`config.mk`:
```
export PLATFORM = sky130hd
export DESIGN_NAME = mux_scan_serializer
export DESIGN_NICKNAME = d
export VERILOG_FILES = /design/src/rtl/mux_scan_serializer.sv
export SDC_FILE = /design/constraint.sdc
export NUM_CORES = 1
export LEC_CHECK = 0
export ABC_AREA = 1
export CAP_MARGIN = 15
export CORE_MARGIN = 1.5
export CORE_UTILIZATION = 40
export DETAILED_ROUTE_END_ITERATION = 10
export PLACE_DENSITY = 0.72
export SLEW_MARGIN = 10
export SYNTH_ARGS = -nofsm -noshare
export SYNTH_HDL_FRONTEND = slang
export SYNTH_SLANG_ARGS = --single-unit
```
`constraint.sdc`:
```
create_clock -name Clock -period 1.7 [get_ports Clock]
set_input_delay 0.17 -clock Clock [delete_from_list [all_inputs] [get_ports Clock]]
set_output_delay 0.17 -clock Clock [all_outputs]
set_load 0.05 [all_outputs]
```
`src/rtl/mux_scan_serializer.sv`:
```
// Serializes a 16-bit word through an external Mux16to1: this block drives the mux data and
// select, and passes the returned mux output on as a valid/ready serial stream.
module mux_scan_serializer #(
   parameter bit LSB_FIRST = 1'b1
) (
   input  logic        Clock,
   input  logic        ResetN,
   input  logic        LoadValid,
   input  logic [15:0] LoadData,
   output logic        LoadReady,
   output logic [15:0] DataArray,
   output logic [3:0]  Select,
   input  logic        MuxOut,
   output logic        SerValid,
   output logic        SerData,
   input  logic        SerReady,
   output logic        SerLast,
   input  logic        Abort,
   output logic        Done
);

   typedef enum logic {Idle, Shift} stateE;

   stateE      state;
   logic [3:0] cnt;
   logic       isShift;
   logic       loadFire;
   logic       beat;

   always_comb begin
      isShift   = (state == Shift);
      SerValid  = isShift;
      SerData   = MuxOut;
      SerLast   = isShift && (cnt == 4'd15);
      // Abort blocks a reload on the final beat; in Idle it has no effect.
      LoadReady = !isShift || (SerLast && SerReady && !Abort);
      loadFire  = LoadValid && LoadReady;
      beat      = isShift && SerReady && !Abort;
   end

   always_ff @(posedge Clock or negedge ResetN) begin
      if (!ResetN) begin
         state     <= Idle;
         cnt       <= 4'd0;
         DataArray <= 16'h0000;
         Select    <= 4'd0;
         Done      <= 1'b0;
      end else begin
         Done <= 1'b0;
         if (isShift && Abort) begin
            state <= Idle;
         end else begin
            if (beat) begin
               if (SerLast) begin
                  Done  <= 1'b1;
                  state <= Idle;
               end else begin
                  cnt    <= cnt + 4'd1;
                  Select <= LSB_FIRST ? Select + 4'd1 : Select - 4'd1;
               end
            end
            // A load on the final beat overrides the return to Idle.
            if (loadFire) begin
               DataArray <= LoadData;
               Select    <= LSB_FIRST ? 4'd0 : 4'd15;
               cnt       <= 4'd0;
               state     <= Shift;
            end
         end
      end
   end

endmodule
```
== Yosys cells after proc, flatten, opt, wreduce, memory -nomap -nowiden ==
Index checks and enable logic that the tools add are counted.

* Flip-flop bits (word level): 26
* Input bits: 22
* Output and inout port bits: 25
* Word-level logic and storage cells: 39

* Add/sub/neg operators: 2
* Equality and inequality tests: 2
* Multiplexer cells: 13
* Bitwise logic cells: 1
* Reduce and logical (&&, ||, !) cells: 16

{| class="wikitable"
|+ Operators by type and width
! operator !! count
|-
| $mux W4 || 6
|-
| $add A4 B1 Y4 const B || 2
|-
| $logic_and A1 B1 Y1 || 7
|-
| $mux W1 || 7
|-
| $reduce_bool A3 Y1 || 2
|-
| $eq A4 B4 Y1 const B || 1
|-
| $reduce_and A2 Y1 || 2
|-
| $reduce_and A3 Y1 || 1
|-
| $logic_not A1 Y1 || 2
|-
| $ne A2 B1 Y1 const B || 1
|-
| $reduce_bool A2 Y1 || 1
|-
| $logic_or A1 B1 Y1 || 1
|-
| $not A1 Y1 || 1
|}

== Longest topological paths before layout ==
Gate-level depths: netlist (run 1).

* Depth after elaboration: 8
* Depth in mapped cells: 10
* Gate-level depth less buffers: 9

== Worst setup path after synthesis (run 1) ==
No wires, ideal clock.

* Path kind: reg-to-reg
* From: register state (netlist: SerValid)
* To: register DataArray[10]
* Setup time: 0.118 ns
* Arrival: 1.603 ns
* Data required time: 1.582 ns
* Setup slack: -0.021 ns
* Stages on the path, launching flop included: 10
* Path buffers: 2
* Period minus slack after synthesis: 1.721 ns
* Cell sequence: dfrtp_1 -> buf_6 -> nand2_4 -> nor2_8 -> nand2_2 -> nand2_4 -> nand2_4 -> buf_4 -> nand2_1 -> nand2_1

* Longest elaborated chain between the ends: 6
* Elaborated cells on any way between the ends: 9
* Classes of those cells: bitwise: 1; reduce/logical: 8

{| class="wikitable"
|+ Ends and longest elaborated chain
! element !! line !! source
|-
| start: declaration || 24 || <nowiki>stateE state;</nowiki>
|-
| start signal: assignment || 43 || <nowiki>state <= Idle;</nowiki>
|-
| start signal: assignment || 51 || <nowiki>state <= Idle;</nowiki>
|-
| start signal: assignment || 56 || <nowiki>state <= Idle;</nowiki>
|-
| $logic_and A1 B1 Y1 || 34 || <nowiki>SerLast = isShift && (cnt == 4'd15);</nowiki>
|-
| $logic_and A1 B1 Y1 (2 in a row) || 36 || <nowiki>LoadReady = !isShift || (SerLast && SerReady && !Abort);</nowiki>
|-
| $logic_or A1 B1 Y1 * || 36 ||
|-
| named net LoadReady || 10 || <nowiki>output logic LoadReady,</nowiki>
|-
| $logic_and A1 B1 Y1 * || 37 || <nowiki>loadFire = LoadValid && LoadReady;</nowiki>
|-
| $reduce_and A2 Y1 (no source line) * || - ||
|-
| end signal: assignment || 64 || <nowiki>DataArray <= LoadData;</nowiki>
|-
| end: declaration || 11 || <nowiki>output logic [15:0] DataArray,</nowiki>
|}

Mark *: on every way through the listed nets, which the timed path passes. The rest lies on a longest branch.
A chain may end at the register's enable or synchronous reset.

== Worst setup path in the final report (run 1) ==
* From: register cnt[1]
* To: output LoadReady

* Longest elaborated chain between the ends: 5

{| class="wikitable"
|+ Ends and longest elaborated chain
! element !! line !! source
|-
| start: declaration || 25 || <nowiki>logic [3:0] cnt;</nowiki>
|-
| start signal: assignment || 58 || <nowiki>cnt <= cnt + 4'd1;</nowiki>
|-
| $eq A4 B4 Y1 || 34 ||
|-
| $logic_and A1 B1 Y1 || 34 ||
|-
| $logic_and A1 B1 Y1 (2 in a row) || 36 ||
|-
| $logic_or A1 B1 Y1 || 36 ||
|-
| end: declaration || 10 ||
|}

Every way passes these cells.

==> impl_metrics.tcl, run 1 <==
set metrics [dict create \
    place.gp.congestion 0.748 \
    fillers 251 \
    synthDistinctLibCells 19 \
    hp-class "in -> async" \
    path_clk_slew_ns 0.14 \
    drt_first_pass_iters 4 \
    yosysSeqAreaShare_pct 53.1 \
    max_freq_mhz 616 \
    leakage_nw 1.08 \
    layout-drive-gt1-share_pct 16.6 \
    r2r_start "cnt[1]" \
    finalCriticalPeriod_ns 1.62 \
    dp_hpwl_microns 1870 \
    vias 1044 \
    cp_common_cell "nand2_4" \
    syn_area_sq_um 1230 \
    p_total_mw 2.12 \
    slew_headroom_pct 65.9 \
    die_y_microns 58.4 \
    clk_latency_ns 0.31 \
    cts_made_buffers 3 \
    seq_area_sq_um 652 \
    worstPathRequired_ns 1.53 \
    rsz0062_at_grt "yes" \
    drc 0 \
    row_count 19 \
    clockBufferDepth 2 \
    cellPowerDensity_nw_per_um2 1170 \
    syn2layout_area_growth_pct 48.0 \
    start_kind "flip-flop" \
    syn_inst 137 \
    synth_nets 161 \
    timing.rr.end "cnt[0]" \
    viasPerCell 4.79 \
    crit_path_top_delay_cell "dfrtp_1" \
    cap_violations 0 \
    antenna_found_initial 0 \
    port_buffers 44 \
    period_share_pct 95.4 \
    ioPinCount 47 \
    syn_avg_cell_area_sq_um 8.95 \
    slew_violations 0 \
    path_max_fanout 3 \
    start_util_pct 43.3 \
    vdd_drop_max_uv 784 \
    ff2ff_path_depth 9 \
    cts_tree "yes" \
    multi_input_area_sq_um 494 \
    fp.dieArea_sq_um 3410 \
    cp_slowest_stage_delay_ns 0.43 \
    grt_overflow 0 \
    fin_tns_setup_ns 0 \
    cts_root_buffer "clkbuf_4" \
    clock_sinks 26 \
    drt_iter0_drc 17 \
    end_kind "primary output" \
    routed_wl_microns 2640 \
    nNetsFinal 212 \
    worst-setup-path-type "reg -> out" \
    fin_util_pct 64.1 \
    grt_pass1_vias 1053 \
    fp.dieW_microns 58.4 \
    grt.total_usage_pct 16.6 \
    finalHoldViolations 0 \
    tightest_slew_ns 0.511 \
    synth_seq_cells 26 \
    post_drt_wl_per_cell_microns 12.1 \
    path_cells "ha_4, nand2_4, nor2_4, nand2_2, nand2_4, buf_12" \
    status "finished, final reports clean" \
    core_sq_um 2830 \
    antennaDiodeCount 0 \
    yosys_warnings 0 \
    grt_pass1_wl_microns 4460 \
    ant_nets 0 \
    holdWs_ns 0.198 \
    grt_start_max_net_pins 27 \
    ff2ff_setup_slack_ns 0.16 \
    htree_levels 1 \
    setup_viol 0 \
    skew_ns 0.00877 \
    arrival_ns 1.45 \
]
==> repair_timing <==
item / CTS / global route
buffers inserted: 2 / 4
pin swaps: 0 / 2
setup endpoints to repair: 4 / 20
hold buffers: 0 / 0
gates resized for setup: 4 / 18
==> cells by family after synthesis <==
group / after synthesis / share of synthesized area [%]
buffers and inverters: 15 / 8.47
AOI/OAI and AO/OA: 8 / 5.10
DFF: 26 / 53.1
adders and majority gates: 2 / 2.04
and+or+nand+nor: 86 / 31.3
==> critical path: cells and delay by family, from the launching register on <==
family        cells  cell delay (ns)
flops             1             0.43
simple gates      4             0.39
buf+inv           1             0.14
fa+ha+maj         1             0.18
==> flip-flops by register name (all words and copies together), names as in the netlist <==
register	flops
SerValid	1
Select	4
Done	1
DataArray	16
cnt	4
==> cell usage after synthesis <==
cell | instances | area share (%)
nor2_8 | 1 | 1.6
buf_8 | 2 | 2.4
nand2_2 | 1 | 0.51
a21o_1 | 1 | 0.61
o21bai_1 | 1 | 0.61
nand2_1 | 63 | 19
inv_1 | 8 | 2.4
nand3_1 | 10 | 4.1
nor2_4 | 1 | 0.92
buf_4 | 2 | 1.2
nor2_1 | 7 | 2.1
nand2_4 | 3 | 2.8
inv_4 | 1 | 0.51
ha_1 | 2 | 2.0
dfrtp_1 | 26 | 53
o21ai_0 | 1 | 0.41
o2111ai_1 | 4 | 2.9
a22oi_1 | 1 | 0.61
buf_6 | 2 | 1.8
==> power breakdown <==
part,total (mW),switching (mW),internal (mW)
clock network,0.413,0.175,0.238
logic,0.886,0.580,0.306
registers,0.823,0.0906,0.733
total,2.12,0.845,1.28
==> routing by layer <==
| layer | vias to the layer above | wire length [microns] | GRT usage (%) |
|---|---|---|---|
| met5 | - | 0 | 0 |
| met1 | 487 | 1160 | 22.1 |
| met2 | 32 | 1320 | 28.7 |
| met3 | 0 | 159 | 2.42 |
| met4 | 0 | 0 | 3.99 |
| li1 | 525 | - | - |
==> final cells by class <==
cell class	count	share of cell area, %
multi-input cells	96	27.2
flip-flops and latches	26	35.9
clock buffers	3	1.24
well taps	31	2.14
repair buffers	52	29.8
clock inverters	1	1.66
inverters	9	2.00
==> per-stage QoR <==
step                      cell area (sq um)  std cells  setup WS, ns
after floorplan                        1230        137         0.119
after global placement                 1660        208        0.0632
after detailed placement               1660        208        0.0141
after CTS                              1730        214       0.00150
after global routing                   1810        218      -0.00632
final                                  1810        218        0.0774
==> worst max-delay path by stage <==
stage | start | end
finish | cnt[1] | LoadReady
CTS | DataArray[11] | DataArray[11]
detailed placement | SerReady | cnt[0]
floorplan | SerValid | DataArray[10]
global placement | SerReady | cnt[1]
global route | cnt[1] | LoadReady
==> cell usage in the layout (no fill, tap or decap) <==
| master | n |
|---|---|
| nand2_1 | 61 |
| nand2_2 | 2 |
| nor2_8 | 1 |
| bufinv_16 | 1 |
| dfrtp_2 | 1 |
| dlymetal6s2s_1 | 14 |
| a21o_1 | 1 |
| o21bai_1 | 1 |
| nor2_4 | 1 |
| clkdlybuf4s50_1 | 21 |
| ha_4 | 1 |
| nor2_1 | 7 |
| buf_12 | 2 |
| nand3_1 | 10 |
| nand2_4 | 4 |
| dfrtp_1 | 25 |
| ha_1 | 1 |
| inv_2 | 1 |
| o21ai_0 | 1 |
| inv_1 | 7 |
| buf_4 | 13 |
| o2111ai_1 | 4 |
| a22oi_1 | 1 |
| clkbuf_4 | 3 |
| inv_4 | 1 |
| dlygate4sd2_1 | 2 |
Note: power is estimated with default switching activity, not from simulation.
==> run 2, diff against run 1 <==
--- a/config.mk
+++ b/config.mk
@@ -10,6 +10,7 @@
 export CORE_MARGIN = 1.5
 export CORE_UTILIZATION = 40
 export DETAILED_ROUTE_END_ITERATION = 10
+export GPL_TIMING_DRIVEN = 1
 export PLACE_DENSITY = 0.72
 export SLEW_MARGIN = 10
 export SYNTH_ARGS = -nofsm -noshare
==> results of run 2 <==
Final layout, timing and power as in run 1 (identical DEF).
